--- config.mk ---
export PLATFORM = sky130hd
export DESIGN_NAME = alu_datapath_pipe
export DESIGN_NICKNAME = d
export VERILOG_FILES = /design/src/rtl/alu_dp_pkg.sv /design/src/rtl/alu_dp_core.sv /design/src/rtl/alu_datapath_pipe.sv
export SDC_FILE = /design/constraint.sdc
export NUM_CORES = 1
export LEC_CHECK = 0
export ABC_AREA = 1
export CAP_MARGIN = 15
export CORE_MARGIN = 4
export CORE_UTILIZATION = 30
export DETAILED_ROUTE_END_ITERATION = 10
export PLACE_DENSITY = 0.43
export SYNTH_ARGS = -nofsm -noshare
export SYNTH_HDL_FRONTEND = slang
export SYNTH_SLANG_ARGS = --single-unit
--- constraint.sdc ---
create_clock -name clk -period 4.8 [get_ports clk]
set_input_delay 1.2 -clock clk [delete_from_list [all_inputs] [get_ports clk]]
set_output_delay 1.2 -clock clk [all_outputs]
set_load 0.03 [all_outputs]
--- src/rtl/alu_dp_pkg.sv ---
// Shared types and constants for the pipelined ALU datapath: opcode encodings,
// flag bit positions and opcode classification helpers.
package alu_dp_pkg;

  typedef enum logic [3:0] {
    OpAdd  = 4'd0,
    OpAddc = 4'd1,
    OpSub  = 4'd2,
    OpSubc = 4'd3,
    OpCmp  = 4'd4,
    OpAnd  = 4'd5,
    OpOr   = 4'd6,
    OpXor  = 4'd7,
    OpMov  = 4'd8,
    OpLsh  = 4'd9,
    OpArsh = 4'd10
  } op_e;

  localparam int unsigned FLAG_W = 5;
  localparam int unsigned FLAG_C = 0;
  localparam int unsigned FLAG_L = 1;
  localparam int unsigned FLAG_F = 2;
  localparam int unsigned FLAG_Z = 3;
  localparam int unsigned FLAG_N = 4;

  function automatic int unsigned shamt_w(input int unsigned data_w);
    return $clog2(data_w);
  endfunction

  // Codes above OpArsh are NOPs: no flags, no writeback.
  function automatic logic op_sets_flags(input logic [3:0] op);
    return op <= OpArsh;
  endfunction

  function automatic logic op_writes(input logic [3:0] op);
    return (op <= OpArsh) && (op != OpCmp);
  endfunction

endpackage

--- src/rtl/alu_dp_core.sv ---
// Combinational ALU: computes the result and the full next-flag vector for one op.
module alu_dp_core import alu_dp_pkg::*; #(
  parameter int unsigned DATA_W = 16
) (
  input  logic [DATA_W-1:0] a,
  input  logic [DATA_W-1:0] b,
  input  logic [3:0]        op,
  input  logic              c_in,
  output logic [DATA_W-1:0] result,
  output logic [FLAG_W-1:0] flags_next
);

  localparam int unsigned SHW = shamt_w(DATA_W);
  localparam int unsigned MSB = DATA_W - 1;

  logic [DATA_W:0] sum;
  logic [DATA_W:0] diff;
  logic [SHW-1:0]  shamt;
  logic            is_add;

  always_comb begin
    shamt  = b[SHW-1:0];
    is_add = (op == OpAdd) || (op == OpAddc);
    sum    = {1'b0, a} + {1'b0, b} + {{DATA_W{1'b0}}, (op == OpAddc) & c_in};
    diff   = {1'b0, a} - {1'b0, b} - {{DATA_W{1'b0}}, (op == OpSubc) & c_in};

    result = '0;
    case (op)
      OpAdd, OpAddc:        result = sum[DATA_W-1:0];
      OpSub, OpSubc, OpCmp: result = diff[DATA_W-1:0];
      OpAnd:                result = a & b;
      OpOr:                 result = a | b;
      OpXor:                result = a ^ b;
      OpMov:                result = b;
      OpLsh:                result = a << shamt;
      OpArsh:               result = $signed(a) >>> shamt;
      default:              result = '0;
    endcase

    flags_next         = '0;
    flags_next[FLAG_Z] = (result == '0);
    if (op <= OpCmp) begin
      flags_next[FLAG_C] = is_add ? sum[DATA_W] : diff[DATA_W];
      flags_next[FLAG_L] = a < b;
      flags_next[FLAG_N] = $signed(a) < $signed(b);
      // Overflow: add with like-signed operands, or sub with unlike-signed, flips the sign.
      flags_next[FLAG_F] = is_add ? ((a[MSB] == b[MSB]) && (result[MSB] != a[MSB]))
                                  : ((a[MSB] != b[MSB]) && (result[MSB] != a[MSB]));
    end else begin
      flags_next[FLAG_N] = result[MSB];
    end
  end

endmodule

--- src/rtl/alu_datapath_pipe.sv ---
// Register bank, flag register and issue/execute/writeback pipeline around alu_dp_core.
// Define ALU_DP_FWD_EN to bypass the WB-stage result into operand read.
module alu_datapath_pipe import alu_dp_pkg::*; #(
  parameter int unsigned DATA_W = 16,
  parameter int unsigned NREGS  = 16,
  parameter int unsigned IMM_W  = 8,
  localparam int unsigned REG_AW = $clog2(NREGS)
) (
  input  logic              clk,
  input  logic              reset,
  input  logic              op_valid,
  output logic              op_ready,
  input  logic [3:0]        op_code,
  input  logic [REG_AW-1:0] op_rdst,
  input  logic [REG_AW-1:0] op_rsrc,
  input  logic [IMM_W-1:0]  op_imm,
  input  logic              op_imm_sel,
  input  logic              op_imm_sext,
  input  logic              op_flag_we,
  input  logic              op_wb_en,
  output logic              res_valid,
  output logic [DATA_W-1:0] res_data,
  output logic [REG_AW-1:0] res_rdst,
  output logic [FLAG_W-1:0] flags,
  input  logic [REG_AW-1:0] dbg_addr,
  output logic [DATA_W-1:0] dbg_data
);

  logic [DATA_W-1:0] regs_q [NREGS];
  logic [FLAG_W-1:0] flags_q;

  logic [3:0]        ex_op_q;
  logic [DATA_W-1:0] ex_a_q, ex_b_q;
  logic [REG_AW-1:0] ex_rdst_q;
  logic              ex_wr_q, ex_flag_we_q;

  logic              wb_valid_q;
  logic [DATA_W-1:0] wb_data_q;
  logic [REG_AW-1:0] wb_rdst_q;

  logic [DATA_W-1:0] imm_ext, a_rd, b_rd, alu_result;
  logic [FLAG_W-1:0] alu_flags;
  logic              hit_ex, hit_wb, hazard, issue;

  always_comb begin
    imm_ext = op_imm_sext ? {{(DATA_W-IMM_W){op_imm[IMM_W-1]}}, op_imm}
                          : {{(DATA_W-IMM_W){1'b0}}, op_imm};
    a_rd    = regs_q[op_rdst];
    b_rd    = regs_q[op_rsrc];
`ifdef ALU_DP_FWD_EN
    if (wb_valid_q && (wb_rdst_q == op_rdst)) a_rd = wb_data_q;
    if (wb_valid_q && (wb_rdst_q == op_rsrc)) b_rd = wb_data_q;
`endif
    if (op_imm_sel) b_rd = imm_ext;

    hit_ex = ex_wr_q && ((ex_rdst_q == op_rdst) || (!op_imm_sel && (ex_rdst_q == op_rsrc)));
    hit_wb = wb_valid_q && ((wb_rdst_q == op_rdst) || (!op_imm_sel && (wb_rdst_q == op_rsrc)));
`ifdef ALU_DP_FWD_EN
    hazard = hit_ex;
`else
    hazard = hit_ex || hit_wb;
`endif
    op_ready = !reset && !hazard;
    issue    = op_valid && op_ready;
  end

  alu_dp_core #(
    .DATA_W (DATA_W)
  ) u_core (
    .a          (ex_a_q),
    .b          (ex_b_q),
    .op         (ex_op_q),
    .c_in       (flags_q[FLAG_C]),
    .result     (alu_result),
    .flags_next (alu_flags)
  );

  always_ff @(posedge clk) begin
    if (reset) begin
      regs_q       <= '{default: '0};
      flags_q      <= '0;
      ex_op_q      <= '0;
      ex_a_q       <= '0;
      ex_b_q       <= '0;
      ex_rdst_q    <= '0;
      ex_wr_q      <= 1'b0;
      ex_flag_we_q <= 1'b0;
      wb_valid_q   <= 1'b0;
      wb_data_q    <= '0;
      wb_rdst_q    <= '0;
    end else begin
      ex_wr_q      <= issue && op_wb_en && op_writes(op_code);
      ex_flag_we_q <= issue && op_flag_we && op_sets_flags(op_code);
      if (issue) begin
        ex_op_q   <= op_code;
        ex_a_q    <= a_rd;
        ex_b_q    <= b_rd;
        ex_rdst_q <= op_rdst;
      end
      wb_valid_q <= ex_wr_q;
      wb_data_q  <= alu_result;
      wb_rdst_q  <= ex_rdst_q;
      if (ex_flag_we_q) flags_q <= alu_flags;
      if (wb_valid_q) regs_q[wb_rdst_q] <= wb_data_q;
    end
  end

  assign res_valid = wb_valid_q;
  assign res_data  = wb_data_q;
  assign res_rdst  = wb_rdst_q;
  assign flags     = flags_q;
  assign dbg_data  = regs_q[dbg_addr];

endmodule

# After elaboration in Yosys (flattened, before gate mapping)
# Cells that the tools add are included.
dict set report word_totals {
  register_bits 324
}
dict set report classes {
  add_sub_neg 4
  order_cmp 9
  n_eq_ne 18
  shift 2
  mux 19
  bitwise_logic 9
  n_reduce_logical 25
}
# operator n
set ops {}
lappend ops {{256-bit bitwise mux} 1}
lappend ops {{16-bit binary-select mux with 4-bit select} 3}
lappend ops {{16-bit 2-to-1 mux} 9}
lappend ops {{16-bit case mux with 8 select lines} 1}
lappend ops {{16-bit demux with 4-bit select} 1}
lappend ops {{16-bit less-than comparator} 2}
lappend ops {{5-bit >= comparator, second input constant} 4}
lappend ops {{4-bit inverter with 5-bit output} 4}
lappend ops {{16-bit by 16-bit adder with 17-bit output} 1}
lappend ops {{17-bit by 1-bit adder with 17-bit output} 1}
lappend ops {{16-bit by 16-bit subtractor with 17-bit output} 1}
lappend ops {{17-bit by 1-bit subtractor with 17-bit output} 1}
lappend ops {{16-bit AND} 1}
lappend ops {{4-bit by 3-bit == test with 1-bit output, second input constant} 4}
lappend ops {{4-bit == test} 4}
lappend ops {{16-bit logical NOT} 1}
lappend ops {{16-bit bitwise OR} 1}
lappend ops {{16-bit by 4-bit left shift with 16-bit output} 1}
lappend ops {{16-bit by 4-bit >>> shifter with 16-bit output} 1}
lappend ops {{16-bit bitwise XOR} 1}
lappend ops {{1-bit logical AND} 14}
lappend ops {{4-bit == test, second input constant} 3}
lappend ops {{4-bit by 2-bit == test with 1-bit output, second input constant} 2}
lappend ops {{5-bit by 1-bit less-than comparator with 1-bit output, second input constant} 1}
lappend ops {{14 further kinds} 23}

# Depth between registers and ports, before layout
dict set report depth {
  ltp_word 10
  ltp_mapped 24
  depth_no_buf 24
}

# Hierarchy
# Synthesis repeated with hierarchy kept, for this count alone.
dict set report hier_totals {
  hier_cells 3945
  hier_area_um2 23706.5
}
# module instances cells_per_inst area_per_inst_um2 seq_area_each_um2
set by_module_without_submodules {}
lappend by_module_without_submodules {alu_datapath_pipe 1 2892 18430.2 6486.2}
lappend by_module_without_submodules {alu_dp_core 1 1053 5276.3 0.0}

# Worst setup path after synthesis
# No wires, ideal clock.
dict set report synth_path {
  kind {input to output}
  startpoint {input dbg_addr[1]}
  endpoint {output dbg_data[11]}
  t_arrival_ps 2705
  required_ps 3600
  path_slack_ps 895
  cell_stages 6
  path_cell_list {clkbuf_1 -> clkbuf_1 -> o21ai_0 -> a21oi_1 -> o22ai_1 -> o21ai_0}
}
dict set report synth_via {
  elab_chain_len 4
}
# element line_no
set synth_lines {}
lappend synth_lines {{from (decl)} alu_datapath_pipe.sv:25} ;# input logic [REG_AW-1:0] dbg_addr,
lappend synth_lines {{4-bit inverter with 5-bit output (implied by the code)} alu_datapath_pipe.sv:112} ;# assign dbg_data = regs_q[dbg_addr];
lappend synth_lines {{16-bit binary-select mux with 4-bit select} alu_datapath_pipe.sv:112}
lappend synth_lines {{16-bit 2-to-1 mux (implied by the code) (2 in a row)} alu_datapath_pipe.sv:112}
lappend synth_lines {{to (decl)} alu_datapath_pipe.sv:26} ;# output logic [DATA_W-1:0] dbg_data
# Every way passes these cells. The select of a mux whose other input is x is not followed.

# Final worst setup path
dict set report layout_path {
  startpoint {input op_rsrc[3]}
  endpoint {output op_ready}
}
dict set report layout_via {
  elab_chain_len 7
  elab_cells_between_ends 11
  classes_between {2 x eq/ne; 9 x reduce/logical}
}
# element line_no
set layout_lines {}
lappend layout_lines {{from (decl)} alu_datapath_pipe.sv:15} ;# input logic [REG_AW-1:0] op_rsrc,
lappend layout_lines {{4-bit == test (on tied branches)} {alu_datapath_pipe.sv:56, alu_datapath_pipe.sv:57}}
lappend layout_lines {{1-bit logical AND (on tied branches)} {alu_datapath_pipe.sv:56, alu_datapath_pipe.sv:57}}
lappend layout_lines {{1-bit logical OR (on tied branches)} {alu_datapath_pipe.sv:56, alu_datapath_pipe.sv:57}}
lappend layout_lines {{1-bit logical AND (on tied branches)} {alu_datapath_pipe.sv:56, alu_datapath_pipe.sv:57}}
lappend layout_lines {{1-bit logical OR *} alu_datapath_pipe.sv:61} ;# hazard = hit_ex || hit_wb;
lappend layout_lines {{1-bit logical NOT *} alu_datapath_pipe.sv:63} ;# op_ready = !reset && !hazard;
lappend layout_lines {{1-bit logical AND *} alu_datapath_pipe.sv:63}
lappend layout_lines {{to (decl)} alu_datapath_pipe.sv:12} ;# output logic op_ready,
# Mark *: on every way between the ends. The rest lies on a longest branch, timed or not.

==> impl_metrics.py <==
metrics = {
    "sta": {
        "setup_violations": 0,
        "period_minus_slack_ps": 4279,
        "setup-tns-final_ps": 0,
        "max_freq_mhz": 233.7,
        "fin_crit_sh_pct": 89.15,
        "slew_headroom_pct": 17.88,
        "skew_ps": 35.96,
        "hold_viol": 0,
        "slew_viol_final": 0,
        "rsz0062_at_grt": "false",
        "timing.final.ws_setup_ps": 520.8,
        "worst_slew_pin_slew_ps": 1230,
    },
    "synth": {
        "ys.warnings.count": 0,
        "syn_nets": 3812,
        "synth_top_area_share_pct": 28.51,
        "synthArstFlopShare_pct": 0,
        "synth_most_common_cell": "o21ai_0",
        "ys_ff_latch": 324,
        "synth_edf_count": 0,
        "ys.flop_type": "dfxtp_1",
        "synth_cell_types": 47,
        "ys_top_cells_by_count": "638 x o21ai_0, 606 x nand2_1, 592 x a21oi_1",
        "synth_largest_area_cell": "dfxtp_1",
        "syn-instance-count": 3698,
        "synth_area_mm2": 0.02275,
        "synth_area_leaders": "dfxtp_1 29%, o21ai_0 14%, a21oi_1 13%",
        "synth.avg_cell_area_um2": 6.152,
        "ys_seq_area_share_pct": 28.51,
    },
    "cts": {
        "hold_buffers": 0,
        "clock_path_buffers": 3,
        "htree_levels": 2,
        "cts_root_buffer": "clkbuf_16",
        "cts_buffers": 41,
        "post_cts_buffers": 0,
        "clock_latency_ps": 600,
        "cts_tree": "done",
        "clk_pin_slew_ps": 50,
        "post_cts_resized": 0,
        "clkSinkCount": 324,
    },
    "drt": {
        "num_vias": 25170,
        "drtPass1Iterations": 6,
        "drcViolationCount": 0,
        "drtIter0Drc": 2489,
        "ant_nets": 0,
        "viasPerCell": 5.437,
        "wirelength_um": 109600,
        "wl_per_cell_um": 23.67,
    },
    "floorplan": {
        "fp-row-count": 100,
        "die_w_um": 283.4,
        "design.portCount": 74,
        "die_h_um": 283.4,
        "die_area_mm2": 0.08030,
        "start_util_pct": 30.40,
        "core_area_mm2": 0.07482,
    },
    "pwr": {
        "p_int_w": 0.005413,
        "comb_power_share_pct": 23.1,
        "seqPwrFrac_pct": 35.0,
        "swShare_pct": 33.80,
        "p_leak_nw": 10.50,
        "total_power_w": 0.008177,
        "power-per-cell-area_mw_per_mm2": 314.0,
        "pwr-share-clk_pct": 41.8,
        "irDropWorstVdd_v": 0.0002106,
        "p_sw_w": 0.002763,
    },
    "final_layout": {
        "nNetsFinal": 3742,
        "nFillCells": 8280,
        "antenna_cells": 0,
        "layout-drive-gt1-share_pct": 6.255,
        "areaGrowthSynthToFinish_pct": 14.46,
        "final_util_pct": 34.80,
    },
    "flow_run": {
        "max_cap_violations": 0,
    },
    "outcome": {
        "status": "complete, no violations",
    },
    "hold_path": {
        "hp-class": "reg2reg",
    },
    "critical_path": {
        "cp_max_fo": 5,
        "path_cells": "clkdlybuf4s50_1 -> nand2_1 -> o21ai_0 -> nor3_1 -> nand2_1 -> o21ai_1 -> a21oi_1 -> nand2_1 -> inv_1 -> clkdlybuf4s50_1",
        "cp-end-kind": "output pin",
        "setup.worst_path.class": "in2out",
        "critPathRequiredTime_ps": 3600,
        "cp.arrival_ps": 3080,
        "crit_top_cell": "nand2_1",
        "crit_path_max_incr_delay_ps": 660,
        "start_kind": "input pin",
        "crit_path_top_delay_cell": "clkdlybuf4s50_1",
    },
    "grt": {
        "grt_pass1_wl_um": 160200,
        "grt_pass1_vias": 23190,
        "grt_max_degree": 125,
        "grt_overflow": 0,
        "antenna_found_initial": 1,
        "track_usage_pct": 26.03,
    },
    "placement": {
        "dp_slack_ps": 522.5,
        "dp_hpwl_um": 72970,
        "routabilityCongestion": 0.9074,
        "io_buffers": 73,
    },
}
## state kept, by name (all words and copies together), names as in the netlist
signal        count
ex_a_q           16
res_data         16
ex_b_q           16
ex_op_q           4
flags             5
res_rdst          4
ex_wr_q           1
ex_rdst_q         4
res_valid         1
ex_flag_we_q      1
regs_q          256
## power groups by stage
stage / clock, W / combinational (W) / sequential, W
after floorplan: 0 / 0.00113 / 0.00289
after global placement: 0 / 0.00188 / 0.00293
after detailed placement: 0 / 0.00187 / 0.00292
after CTS: 0.00350 / 0.00188 / 0.00287
after global routing: 0.00360 / 0.00205 / 0.00287
final: 0.00342 / 0.00189 / 0.00287
## stage by stage
stage	instance area (um2)	std cells	hold slack, ps
4_1_cts	26040	4630	462.3
6_report	26040	4630	464.9
2_1_floorplan	22750	3698	403.1
3_3_place_gp	24580	4554	453.7
3_5_place_dp	24580	4554	439.8
5_1_grt	26040	4630	478.0
## worst paths after layout
check / endpoint / cells past startpoint / from / slack [ps]
max: op_ready / 10 / op_rsrc[3] / 520
max reg2reg: flags[3] / 16 / ex_b_q[0] / 1000
min reg2reg: flags[1] / 2 / flags[1] / 460
min: flags[1] / 2 / flags[1] / 460
## placed cells by master (no fill, tap or decap), types with 23 or more instances in the layout
| master | netlist | routed |
|---|---|---|
| o21ai_0 | 638 | 638 |
| a31oi_1 | 26 | 26 |
| dfxtp_1 | 324 | 324 |
| ha_1 | 79 | 79 |
| a211oi_1 | 36 | 36 |
| nor2_1 | 281 | 280 |
| o211ai_1 | 52 | 52 |
| o221ai_1 | 23 | 23 |
| inv_1 | 369 | 366 |
| a21oi_1 | 592 | 592 |
| buf_12 | 0 | 27 |
| clkdlybuf4s50_1 | 0 | 49 |
| nand2_1 | 606 | 606 |
| nand3_1 | 231 | 229 |
| buf_4 | 3 | 94 |
| clkbuf_16 | 0 | 41 |
## final cells by class
cell class | count | area, um2 | share of cell area [%]
Clock inverter | 16 | 281.5 | 1.081
Sequential cell | 324 | 6486 | 24.91
Clock buffer | 60 | 1177 | 4.522
Multi-Input combinational cell | 2701 | 13650 | 52.41
Tap cell | 969 | 1212 | 4.656
Inverter | 385 | 1455 | 5.588
Timing Repair Buffer | 175 | 1780 | 6.838
## kinds of logic (layout without fill, tap and decap cells)
| group | Yosys count | in the layout | synth area share, % |
|---|---|---|---|
| AOI/OAI and AO/OA | 1430 | 1430 | 33.45 |
| buffers and inverters | 673 | 636 | 11.56 |
| adders and majority gates | 83 | 83 | 4.697 |
| DFF | 324 | 324 | 28.51 |
| and+or+nand+nor | 1179 | 1179 | 21.44 |
| xor gates and xnor gates | 9 | 9 | 0.3465 |
## critical path, delay by kind of cell
kind | cells | cell delay, ps
simple gates | 4 | 280
buf+inv | 3 | 1270
compound gates | 3 | 340
## per-layer routing
metal,vias to the layer above,track usage [%],wire (um)
met5,-,0,0
met4,0,8.571,3924
met3,158,2.627,6026
met2,850,42.93,49980
met1,11780,35.69,49650
li1,12390,-,-
(Power assumes the default switching activity.)
